<file path="config.mk">
export PLATFORM = sky130hd
export DESIGN_NAME = udma_spis_stream
export DESIGN_NICKNAME = d
export VERILOG_FILES = /design/src/rtl/udma_spis_stream.sv
export SDC_FILE = /design/constraint.sdc
export NUM_CORES = 1
export LEC_CHECK = 0
export BUFFER_PORTS_ARGS = -buffer_cell sky130_fd_sc_hd__buf_2
export CAP_MARGIN = 15
export CORE_ASPECT_RATIO = 2
export CORE_MARGIN = 2
export CORE_UTILIZATION = 35
export CTS_CLUSTER_DIAMETER = 100
export DETAILED_ROUTE_END_ITERATION = 10
export SLEW_MARGIN = 20
export SYNTH_ARGS = -nofsm -noshare
export SYNTH_HDL_FRONTEND = slang
export SYNTH_SLANG_ARGS = --single-unit
</file>
<file path="constraint.sdc">
create_clock -name sys_clk_i -period 2.25 [get_ports sys_clk_i]
set_clock_uncertainty 0.05 [all_clocks]
set_input_delay 0.3375 -clock sys_clk_i [delete_from_list [all_inputs] [get_ports sys_clk_i]]
set_output_delay 0.3375 -clock sys_clk_i [all_outputs]
set_load 0.01 [all_outputs]
</file>
<file path="src/rtl/udma_spis_stream.sv">
// SPI/QSPI target endpoint. SCK/CSN/SD are oversampled in the system clock domain.
// Bytes are exchanged with the uDMA over valid/ready streams. The SPI link runs in mode 0, MSB first.
module udma_spis_stream #(
  parameter int unsigned SYNC_STAGES = 2,
  parameter logic [7:0]  IDLE_BYTE   = 8'hFF
) (
  input  logic       sys_clk_i,
  input  logic       rstn_i,
  input  logic       cfg_en_i,
  input  logic       cfg_quad_i,
  input  logic       cfg_qtx_i,
  input  logic       spi_sck_i,
  input  logic       spi_csn_i,
  input  logic [3:0] spi_sdi_i,
  output logic [3:0] spi_sdo_o,
  output logic [3:0] spi_oe_o,
  output logic [7:0] rx_data_o,
  output logic       rx_valid_o,
  input  logic       rx_ready_i,
  input  logic [7:0] tx_data_i,
  input  logic       tx_valid_i,
  output logic       tx_ready_o,
  output logic       rx_overflow_o,
  output logic       tx_underrun_o,
  output logic       eot_o
);

  typedef enum logic {IDLE, ACTIVE} state_t;

  state_t state, state_nxt;

  // synchronizers; CSN resets high so leaving reset never looks like a select
  logic [SYNC_STAGES-1:0]      sck_sync, csn_sync;
  logic [SYNC_STAGES-1:0][3:0] sdi_sync;
  logic                        sck_s, csn_s, sck_d, csn_d;
  logic [3:0]                  sdi_s;

  always_ff @(posedge sys_clk_i or negedge rstn_i) begin
    if (!rstn_i) begin
      sck_sync <= '0;
      csn_sync <= '1;
      sdi_sync <= '0;
      sck_d    <= 1'b0;
      csn_d    <= 1'b1;
    end else begin
      sck_sync <= {sck_sync[SYNC_STAGES-2:0], spi_sck_i};
      csn_sync <= {csn_sync[SYNC_STAGES-2:0], spi_csn_i};
      sdi_sync <= {sdi_sync[SYNC_STAGES-2:0], spi_sdi_i};
      sck_d    <= sck_s;
      csn_d    <= csn_s;
    end
  end

  assign sck_s = sck_sync[SYNC_STAGES-1];
  assign csn_s = csn_sync[SYNC_STAGES-1];
  assign sdi_s = sdi_sync[SYNC_STAGES-1];

  logic sck_rise, sck_fall, csn_fall;
  assign sck_rise = sck_s & ~sck_d;
  assign sck_fall = ~sck_s & sck_d;
  assign csn_fall = ~csn_s & csn_d;

  logic       quad_q, qtx_q;
  logic [7:0] tx_sr, rx_sr, hold_q;
  logic [2:0] tx_cnt, rx_cnt;
  logic       hold_full;

  logic       start, stop, run, tx_en, rx_en, tx_en_start;
  logic [2:0] last_cnt;
  logic       tx_step, tx_reload, tx_take, tx_write, hold_take, underrun;
  logic       rx_step, rx_done, rx_accept;
  logic [7:0] rx_shift, tx_load_val;

  always_comb begin
    state_nxt = state;
    case (state)
      IDLE:    if (cfg_en_i && csn_fall) state_nxt = ACTIVE;
      ACTIVE:  if (csn_s || !cfg_en_i)   state_nxt = IDLE;
      default: state_nxt = IDLE;
    endcase
  end

  always_ff @(posedge sys_clk_i or negedge rstn_i) begin
    if (!rstn_i) state <= IDLE;
    else         state <= state_nxt;
  end

  assign start       = (state == IDLE) && cfg_en_i && csn_fall;
  assign stop        = (state == ACTIVE) && (csn_s || !cfg_en_i);
  assign run         = (state == ACTIVE) && !stop;
  assign tx_en       = !quad_q || qtx_q;
  assign rx_en       = !quad_q || !qtx_q;
  assign tx_en_start = !cfg_quad_i || cfg_qtx_i;
  assign last_cnt    = quad_q ? 3'd1 : 3'd7;

  // TX: a "take" empties the holding register into the shifter, or substitutes IDLE_BYTE
  assign tx_step     = run && tx_en && sck_fall;
  assign tx_reload   = tx_step && (tx_cnt == last_cnt);
  assign tx_take     = start ? tx_en_start : tx_reload;
  assign tx_write    = tx_valid_i && tx_ready_o;
  assign hold_take   = tx_take && hold_full;
  assign underrun    = tx_take && !hold_full;
  assign tx_load_val = hold_full ? hold_q : IDLE_BYTE;

  // RX is off while quad transmit owns all four lines
  assign rx_step   = run && rx_en && sck_rise;
  assign rx_shift  = quad_q ? {rx_sr[3:0], sdi_s} : {rx_sr[6:0], sdi_s[0]};
  assign rx_done   = rx_step && (rx_cnt == last_cnt);
  assign rx_accept = rx_done && (!rx_valid_o || rx_ready_i);

  always_ff @(posedge sys_clk_i or negedge rstn_i) begin
    if (!rstn_i) begin
      quad_q <= 1'b0;
      qtx_q  <= 1'b0;
      tx_sr  <= '0;
      tx_cnt <= '0;
    end else if (start) begin
      quad_q <= cfg_quad_i;
      qtx_q  <= cfg_qtx_i;
      tx_cnt <= '0;
      if (tx_en_start) tx_sr <= tx_load_val;
    end else if (stop) begin
      tx_sr  <= '0;
      tx_cnt <= '0;
    end else if (tx_reload) begin
      tx_sr  <= tx_load_val;
      tx_cnt <= '0;
    end else if (tx_step) begin
      tx_sr  <= quad_q ? {tx_sr[3:0], 4'b0} : {tx_sr[6:0], 1'b0};
      tx_cnt <= tx_cnt + 3'd1;
    end
  end

  always_ff @(posedge sys_clk_i or negedge rstn_i) begin
    if (!rstn_i) begin
      hold_q    <= '0;
      hold_full <= 1'b0;
    end else begin
      if (tx_write) hold_q <= tx_data_i;
      // a write landing on a reload cycle wins: the register stays full
      if (tx_write)       hold_full <= 1'b1;
      else if (hold_take) hold_full <= 1'b0;
    end
  end

  always_ff @(posedge sys_clk_i or negedge rstn_i) begin
    if (!rstn_i) begin
      rx_sr  <= '0;
      rx_cnt <= '0;
    end else if (start || stop) begin
      rx_sr  <= '0;
      rx_cnt <= '0;
    end else if (rx_step) begin
      rx_sr  <= rx_shift;
      rx_cnt <= rx_done ? 3'd0 : rx_cnt + 3'd1;
    end
  end

  always_ff @(posedge sys_clk_i or negedge rstn_i) begin
    if (!rstn_i) begin
      rx_data_o     <= '0;
      rx_valid_o    <= 1'b0;
      rx_overflow_o <= 1'b0;
      tx_underrun_o <= 1'b0;
      eot_o         <= 1'b0;
    end else begin
      if (rx_accept) begin
        rx_data_o  <= rx_shift;
        rx_valid_o <= 1'b1;
      end else if (rx_ready_i) begin
        rx_valid_o <= 1'b0;
      end
      rx_overflow_o <= rx_done && !rx_accept;
      tx_underrun_o <= underrun;
      eot_o         <= (state == ACTIVE) && csn_s;
    end
  end

  assign tx_ready_o = !hold_full;

  // pads released combinationally on the cycle the frame ends
  always_comb begin
    spi_sdo_o = '0;
    spi_oe_o  = '0;
    if (run) begin
      if (!quad_q) begin
        spi_oe_o     = 4'b0010;
        spi_sdo_o[1] = tx_sr[7];
      end else if (qtx_q) begin
        spi_oe_o  = 4'b1111;
        spi_sdo_o = tx_sr[7:4];
      end
    end
  end

endmodule

</file>
**Word level (Yosys, flattened, before mapping)**

Index checks and enable logic that the tools add are counted.

- $add $sub $neg: 2
- Equality and inequality tests: 3
- Multiplexer cells: 34
- Bitwise gates (word level): 7
- Reduce and logical (&&, ||, !) cells: 36

Operators with widths:

| cell | number |
|---|---|
| 8-bit 2-to-1 mux | 8 |
| 3-bit 2-to-1 mux | 8 |
| 4-bit 2-to-1 mux | 5 |
| 1-bit logical AND | 17 |
| 7-bit 2-to-1 mux | 2 |
| 1-bit 2-to-1 mux | 9 |
| 1-bit zero test | 8 |
| 3-bit by 1-bit adder with 3-bit output, second input constant | 2 |
| 3-bit == test | 2 |
| 1-bit logical OR | 6 |
| 2-bit nonzero test | 3 |
| 1-bit inverter | 4 |
| 4-bit nonzero test | 1 |
| 1-bit bitwise AND | 3 |
| 2-bit 2-to-1 mux | 1 |
| 2-bit by 1-bit inequality test with 1-bit output, second input constant | 1 |
| 1-bit one-hot mux with 2 select lines | 1 |
| 2-bit AND reduction | 1 |

- Flip-flop bits (word level): 59
- Input bits: 21
- Output and inout bits: 21
- Word-level logic and storage cells: 102

**Depth between registers and ports, before layout**

Gate-level depths: netlist (run 1).

- Depth after elaboration: 12
- Depth in mapped cells: 7

**Least setup slack after synthesis (run 1)**

OpenSTA, ideal clock, no wires.

- Kind: reg2reg
- From: register csn_sync[1]
- To: register rx_data_o[0]
- Data arrival time: 1,484 ps
- Setup slack: 591 ps
- Stages on the path, launching flop included: 5
- Path buffers: 0
- Path through: dfstp_2 > nand3b_4 > nand4bb_4 > nor3b_4 > mux2_2

- Cells in the longest elaborated chain, start to end: 8

Ends and longest elaborated chain:

| what | line | source |
|---|---|---|
| start, declared | 33 | `logic [SYNC_STAGES-1:0] sck_sync, csn_sync;` |
| start signal, assigned | 47 | `csn_sync <= {csn_sync[SYNC_STAGES-2:0], spi_csn_i};` |
| 1-bit logical OR | 89 | `assign stop = (state == ACTIVE) && (csn_s \|\| !cfg_en_i);` |
| 1-bit logical AND | 89 |  |
| 1-bit zero test | 90 | `assign run = (state == ACTIVE) && !stop;` |
| 1-bit logical AND | 90 |  |
| 1-bit logical AND (2 in series) | 106 | `assign rx_step = run && rx_en && sck_rise;` |
| 1-bit logical AND | 108 | `assign rx_done = rx_step && (rx_cnt == last_cnt);` |
| 1-bit logical AND | 109 | `assign rx_accept = rx_done && (!rx_valid_o \|\| rx_ready_i);` |
| end signal, assigned | 168 | `rx_data_o <= rx_shift;` |
| end, declared | 17 | `output logic [7:0] rx_data_o,` |

No other way between the ends.
A chain may end at the register's enable or synchronous reset.

**Final worst setup path (run 1)**

- From: register csn_sync[1]
- To: output spi_sdo_o[0]

- Cells in the longest elaborated chain, start to end: 5

Ends and longest elaborated chain:

| what | line | source |
|---|---|---|
| 1-bit logical OR | 89 |  |
| 1-bit logical AND | 89 |  |
| 1-bit zero test | 90 |  |
| 1-bit logical AND | 90 |  |
| 4-bit 2-to-1 mux | 185 | `if (run) begin` |
| end, declared | 15 | `output logic [3:0] spi_sdo_o,` |

No other way between the ends.

==> results.py, run 1 <==
metrics = {
    "pwr": {
        "p_int_w": 0.00230,
        "p_seq_share_pct": 43.3,
        "switchingPower_w": 0.000797,
        "power_density_mw_per_mm2": 964,
        "clkPwrFrac_pct": 43.0,
        "vdd_drop_max_mv": 0.642,
        "p_leak_nw": 1.48,
        "combPwrFrac_pct": 13.8,
        "switching_share_pct": 25.8,
    },
    "logic_synthesis": {
        "ys_ff_latch": 59,
        "synth.yosys.seq_area_share_pct": 57.4,
        "syn-cell-area_sq_mm": 0.00258,
        "syn_inst": 215,
        "synth-edff-count": 0,
        "yosysWarningCount": 0,
        "syn_nets": 238,
        "avgSynthCellArea_sq_um": 12.0,
        "yosysUniqueCellTypes": 45,
        "ys.flop_type": "dfrtp_1",
        "async_flop_share_pct": 100,
    },
    "placed_design": {
        "dp_cells": 345,
        "port_buffers": 41,
        "place_hpwl_mm": 3.96,
        "gp_congestion": 0.835,
        "pre_cts_slack_ns": 0.390,
    },
    "setup_path": {
        "slowest_stage": "dfstp_2",
        "worstPathRequired_ns": 1.86,
        "worst_setup_path_end_kind": "output port",
        "crit_type": "flip-flop to output port",
        "worstPathMaxFanout": 8,
        "critPathArrivalTime_ns": 1.59,
        "worstPathCellList": "nand3b_4, nor2_1, buf_4, and2_1, buf_2",
        "max_stage_delay_ns": 0.55,
        "cp-start-kind": "flip-flop",
    },
    "timing": {
        "worst_slack_ns": 0.268,
        "period_share_pct": 88.1,
        "fin_crit_ns": 1.98,
        "drv_slew": 0,
        "setup_viol": 0,
        "finalHoldViolCount": 0,
        "worst_pin_slew_ns": 0.432,
        "fmax_mhz": 504,
        "rsz0062_at_grt": "no",
        "max_slew_margin_pct": 71.1,
        "tns_ns": 0,
    },
    "global_route": {
        "grt-ovfl-total": 0,
        "track_usage_pct": 14.6,
        "grt_pass1_vias": 1777,
        "grt_pass1_wl_mm": 8.58,
        "grt_start_max_net_pins": 60,
        "antenna_found_initial": 0,
    },
    "worst_hold_path": {
        "min_path_type": "primary input to flip-flop",
    },
    "die": {
        "die_h_um": 125,
        "die_x_um": 64.7,
        "rows": 44,
        "io_pins": 42,
        "die_area_sq_mm": 0.00812,
        "coreArea_sq_mm": 0.00721,
        "start_util_pct": 35.8,
    },
    "clock_network": {
        "htree_levels": 3,
        "clockRootBuffer": "clkbuf_16",
        "cts-buffers-inserted": 9,
        "clockBufferDepth": 2,
        "post-cts-setup-buffers": 0,
        "clkSinkCount": 59,
        "cts_tree": "done",
        "insertion_delay_ns": 0.33,
        "path_clk_slew_ns": 0.05,
    },
    "job": {
        "maxCapViolCount": 0,
    },
    "cells_and_area": {
        "fill_cells": 682,
        "drive_gt1_share_pct": 36.3,
        "synthToLayoutAreaGrowth_pct": 24.4,
        "nets": 288,
        "diodes": 0,
        "fin_cells": 362,
    },
    "drt": {
        "antenna_left": 0,
        "wirelength_mm": 5.32,
        "drtIter0Drc": 35,
        "avgRoutedWirePerCell_um": 14.7,
        "vias": 1735,
        "drc": 0,
        "drtPass1Iterations": 4,
        "viasPerCell": 4.79,
    },
    "run_status": {
        "status": "finished clean",
    },
}
## final cells by class
| cell class | count | area [sq um] | share of cell area [%] |
|---|---|---|---|
| clock inverters | 7 | 68.8 | 2.14 |
| inverters | 2 | 7.51 | 0.234 |
| multi-input cells | 143 | 1020 | 31.9 |
| flip-flops and latches | 59 | 1480 | 46.2 |
| clock buffers | 9 | 225 | 7.02 |
| repair buffers | 50 | 288 | 8.97 |
| well taps | 92 | 115 | 3.59 |
## per-layer routing
layer  vias to the layer above  part of all wire, %  global-route usage, %
met4                         0                  2.6                   8.76
met2                        34                   60                   26.7
li1                        850                    -                      -
met5                         -                    0                      0
met3                         9                  4.0                   4.23
met1                       842                   33                   13.6
## Yosys cell counts (2+ instances only)
cell type | number | area share, %
buf_6 | 2 | 0.87
mux2i_1 | 7 | 2.7
nor2_1 | 31 | 4.5
buf_4 | 4 | 1.2
nand2b_1 | 4 | 0.97
a211oi_1 | 6 | 1.7
o21ai_0 | 8 | 1.6
xnor2_1 | 2 | 0.68
a21oi_1 | 8 | 1.6
a31oi_1 | 7 | 1.7
o21ai_1 | 2 | 0.39
nand3b_1 | 3 | 0.87
nand3_1 | 2 | 0.39
xor2_1 | 2 | 0.68
o211ai_1 | 2 | 0.58
nand2_1 | 14 | 2.0
mux2_2 | 15 | 6.5
dfstp_2 | 3 | 3.1
dfrtp_1 | 56 | 54
buf_2 | 2 | 0.39
and2_1 | 4 | 0.97
nor2b_1 | 2 | 0.48
ha_1 | 2 | 0.97
a21o_1 | 2 | 0.58
nor3b_1 | 2 | 0.58
or2_2 | 2 | 0.48
a21oi_2 | 3 | 1.0
## per-stage QoR
stage               power [W]  hold WS, ns  utilization [%]  area (sq um)
finish                0.00309       0.0609             44.5          3210
detailed placement    0.00179        0.285             40.3          2900
CTS                   0.00313       0.0515             44.5          3210
global placement      0.00178        0.282             40.3          2900
global route          0.00324       0.0526             44.5          3210
floorplan             0.00164     -0.00809                -          2580
## cell usage in the layout, fill, tap and decap left out, types with 6 or more instances in the layout
cell / netlist / final
dfrtp_1: 56 / 55
buf_2: 2 / 41
nor2_1: 31 / 31
mux2_2: 15 / 15
nand2_1: 14 / 14
clkbuf_16: 0 / 9
a21oi_1: 8 / 8
o21ai_0: 8 / 8
a31oi_1: 7 / 7
mux2i_1: 7 / 7
buf_4: 4 / 7
a211oi_1: 6 / 6
## critical path: cells and delay by family, from the launching register on
kind,cells,cell delay (ns)
buffers and inverters,2,0.29
AND/OR/NAND/NOR,3,0.43
flip-flops,1,0.55
## cell families (layout without fill, tap and decap cells)
group | count (synthesis) | in the layout | synth area share (%)
adder cells (fa/ha/maj) | 2 | 2 | 0.970
multiplexers | 22 | 22 | 9.26
flip-flops | 59 | 59 | 57.4
XOR/XNOR | 4 | 4 | 1.36
AO/OA/AOI/OAI | 42 | 42 | 11.1
AND/OR/NAND/NOR | 73 | 73 | 16.8
buffers and inverters | 13 | 68 | 3.20
## state kept, by name, indices dropped and copies added, names as in the netlist, 2 cells and up
name and count:
rx_data_o 8, rx_cnt 3, hold_q 8, tx_cnt 3, sdi_sync 4, sdi_s 4
sck_sync 2, csn_sync 2, tx_sr 8, rx_sr 7
## path summary, 6_finish.rpt
kind,endpoint,cells after the start,slack (ns),from
worst min register to register,sdi_s[0]$_DFF_PN0_,0,0.30,sdi_sync[0]$_DFF_PN0_
worst max-delay path,spi_sdo_o[0],5,0.27,csn_sync[1]$_DFF_PN1_
worst min-delay path,csn_sync[0]$_DFF_PN1_,1,0.06,spi_csn_i
min in group asynchronous,hold_q[6]$_DFFE_PN0P_,3,0.48,rstn_i
max in group asynchronous,csn_d$_DFF_PN1_,3,1.33,rstn_i
worst max register to register,tx_sr[1]$_DFFE_PN0P_,5,0.42,csn_sync[1]$_DFF_PN1_
## power groups by stage
stage	combinational [W]	sequential (W)	clock (W)
4_1_cts	0.000435	0.00134	0.00136
2_1_floorplan	0.000329	0.00131	0
5_1_grt	0.000472	0.00136	0.00140
3_5_place_dp	0.000432	0.00136	0
3_3_place_gp	0.000427	0.00135	0
6_report	0.000426	0.00134	0.00133
## repair_timing
action                     CTS  global route
resized for setup            0             1
hold endpoints to repair    56             0
setup endpoints to repair    0             3
hold buffers                 1             0
Note: power is estimated with default switching activity, not from simulation.
==> inputs of run 2 (changes only) <==
--- a/config.mk
+++ b/config.mk
@@ -12,6 +12,7 @@
 export CORE_UTILIZATION = 35
 export CTS_CLUSTER_DIAMETER = 100
 export DETAILED_ROUTE_END_ITERATION = 10
+export RECOVER_POWER = 100
 export SLEW_MARGIN = 20
 export SYNTH_ARGS = -nofsm -noshare
 export SYNTH_HDL_FRONTEND = slang
==> constraint.sdc (replaced) <==
create_clock -name sys_clk_i -period 2 [get_ports sys_clk_i]
set_clock_uncertainty 0.05 [all_clocks]
set_input_delay 0.3 -clock sys_clk_i [delete_from_list [all_inputs] [get_ports sys_clk_i]]
set_output_delay 0.3 -clock sys_clk_i [all_outputs]
set_load 0.01 [all_outputs]
==> run 2 against run 1 <==
  * Combinational power rose by 14%
  * Critical endpoint is now spi_sdo_o[3]
  * Largest power group is now clock
  * Worst hold slack got worse by 0.035 ns
  * Clock-buffer cell count rose by 3
  * Highest routed layer unchanged
==> results.py, run 2 (synthesis gave the netlist of run 1 again) <==
metrics = {
    "run_status": {
        "status": "finished clean",
    },
    "drt": {
        "drc": 0,
        "drtPass1Iterations": 4,
        "avgRoutedWirePerCell_um": 14.7,
        "wirelength_mm": 5.33,
        "antenna_left": 0,
        "viasPerCell": 4.78,
        "vias": 1729,
        "drtIter0Drc": 25,
    },
    "timing": {
        "tns_ns": 0,
        "fmax_mhz": 538,
        "worst_slack_ns": 0.143,
        "period_share_pct": 92.9,
        "worst_pin_slew_ns": 1.34,
        "max_slew_margin_pct": 10.5,
        "fin_crit_ns": 1.86,
        "drv_slew": 0,
        "finalHoldViolCount": 0,
        "rsz0062_at_grt": "no",
        "setup_viol": 0,
    },
    "cells_and_area": {
        "final_common_cell": "dfrtp_1",
        "nets": 288,
        "diodes": 0,
        "fin_cells": 362,
        "synthToLayoutAreaGrowth_pct": 24.7,
        "fill_cells": 695,
        "final_cell_mix": "56 x dfrtp_1, 30 x nor2_1, 23 x buf_2",
        "top_regs": "hold_q x8, rx_data_o x8, tx_sr x8",
        "drive_gt1_share_pct": 28.5,
    },
    "clock_network": {
        "clockBufferDepth": 2,
        "clkSinkCount": 59,
        "insertion_delay_ns": 0.32,
        "cts-buffers-inserted": 9,
        "clockRootBuffer": "clkbuf_16",
        "post-cts-setup-buffers": 0,
        "htree_levels": 3,
        "cts_tree": "done",
        "path_clk_slew_ns": 0.05,
    },
    "pwr": {
        "switching_share_pct": 23.8,
        "switchingPower_w": 0.000868,
        "p_leak_nw": 1.42,
        "combPwrFrac_pct": 13.3,
        "clkPwrFrac_pct": 45.5,
        "power_density_mw_per_mm2": 1130,
        "vdd_drop_max_mv": 0.771,
        "p_int_w": 0.00278,
        "p_seq_share_pct": 41.2,
    },
    "die": {
        "rows": 44,
        "io_pins": 42,
        "die_x_um": 64.7,
        "die_h_um": 125,
        "coreArea_sq_mm": 0.00721,
        "die_area_sq_mm": 0.00812,
        "start_util_pct": 35.8,
    },
    "setup_path": {
        "rr_endpoint": "tx_sr[1]$_DFFE_PN0P_",
        "worstPathMaxFanout": 9,
        "reg2reg_slack_ns": 0.15,
        "crit_type": "flip-flop to output port",
        "critPathArrivalTime_ns": 1.51,
        "r2r_start": "csn_sync[1]$_DFF_PN1_",
        "worst_setup_path_end_kind": "output port",
        "reg2reg_depth": 5,
        "worstPathRequired_ns": 1.65,
        "cp-start-kind": "flip-flop",
    },
    "placed_design": {
        "gp_congestion": 0.809,
        "dp_cells": 345,
        "place_hpwl_mm": 4.06,
        "port_buffers": 41,
        "pre_cts_slack_ns": 0.236,
    },
    "global_route": {
        "grt_pass1_vias": 1875,
        "track_usage_pct": 14.9,
        "antenna_found_initial": 0,
        "grt_start_max_net_pins": 29,
        "grt-ovfl-total": 0,
        "grt_pass1_wl_mm": 8.97,
    },
    "worst_hold_path": {
        "holdPathStages": 1,
        "min-delay-start": "spi_csn_i",
        "min_to": "csn_sync[0]$_DFF_PN1_",
        "min_path_type": "primary input to flip-flop",
    },
    "job": {
        "maxCapViolCount": 0,
    },
}
## run 2: cell type report
class                           instances  area [sq um]  area share (%)
Clock buffer                           12           256            7.97
Clock inverter                          4          72.6            2.26
Inverter                                2          7.51           0.233
Multi-Input combinational cell        143          1030            31.9
Sequential cell                        59          1480            46.0
Tap cell                               92           115            3.58
Timing Repair Buffer                   50           258            8.01
## run 2: how the worst max path moves through the flow
stage	start	endpoint	slack, ns	cells past startpoint
finish	quad_q$_DFFE_PN0P_	spi_sdo_o[3]	0.14	4
global route	quad_q$_DFFE_PN0P_	spi_sdo_o[3]	0.01	4
CTS	quad_q$_DFFE_PN0P_	spi_sdo_o[0]	0.02	4
detailed placement	csn_sync[1]$_DFF_PN1_	tx_sr[2]$_DFFE_PN0P_	0.24	5
global placement	quad_q$_DFFE_PN0P_	spi_sdo_o[0]	0.28	4
floorplan	csn_sync[1]$_DFF_PN1_	rx_data_o[0]$_DFFE_PN0P_	0.34	4
## run 2: power groups by stage
stage | Sequential, W | Clock [W] | Combinational [W]
after floorplan | 0.00147 | 0 | 0.000371
after global placement | 0.00152 | 0 | 0.000491
after detailed placement | 0.00152 | 0 | 0.000502
after CTS | 0.00150 | 0.00171 | 0.000506
after global routing | 0.00153 | 0.00175 | 0.000545
final | 0.00150 | 0.00166 | 0.000485
## run 2: through the flow
step                area, sq um  total power [W]  hold WS (ns)  utilization, %
floorplan                  2580          0.00184       -0.0456               -
detailed placement         2900          0.00202         0.282            40.3
finish                     3220          0.00364        0.0260            44.6
CTS                        3250          0.00372       0.00573            45.0
global placement           2900          0.00201         0.276            40.3
global route               3220          0.00382        0.0119            44.6
## run 2: worst max-delay path: stages, from the launching register on
cell and delay [ns]:
dfrtp_1 0.49, nand2_1 0.21, nor2_4 0.21, and2_1 0.15, clkbuf_2 0.13
## run 2: timing repair
action / 4_1_cts / 5_1_grt
resized for setup: 1 / 1
endpoints found under the setup margin: 6 / 3
hold buffers: 1 / 0
endpoints found under the hold margin: 18 / 0
## run 2: routing by layer
metal / share of wire [%] / global-route usage, %
met5: 0 / 0
met4: 3.8 / 9.51
met3: 2.7 / 3.78
met2: 57 / 26.4
met1: 36 / 15.0
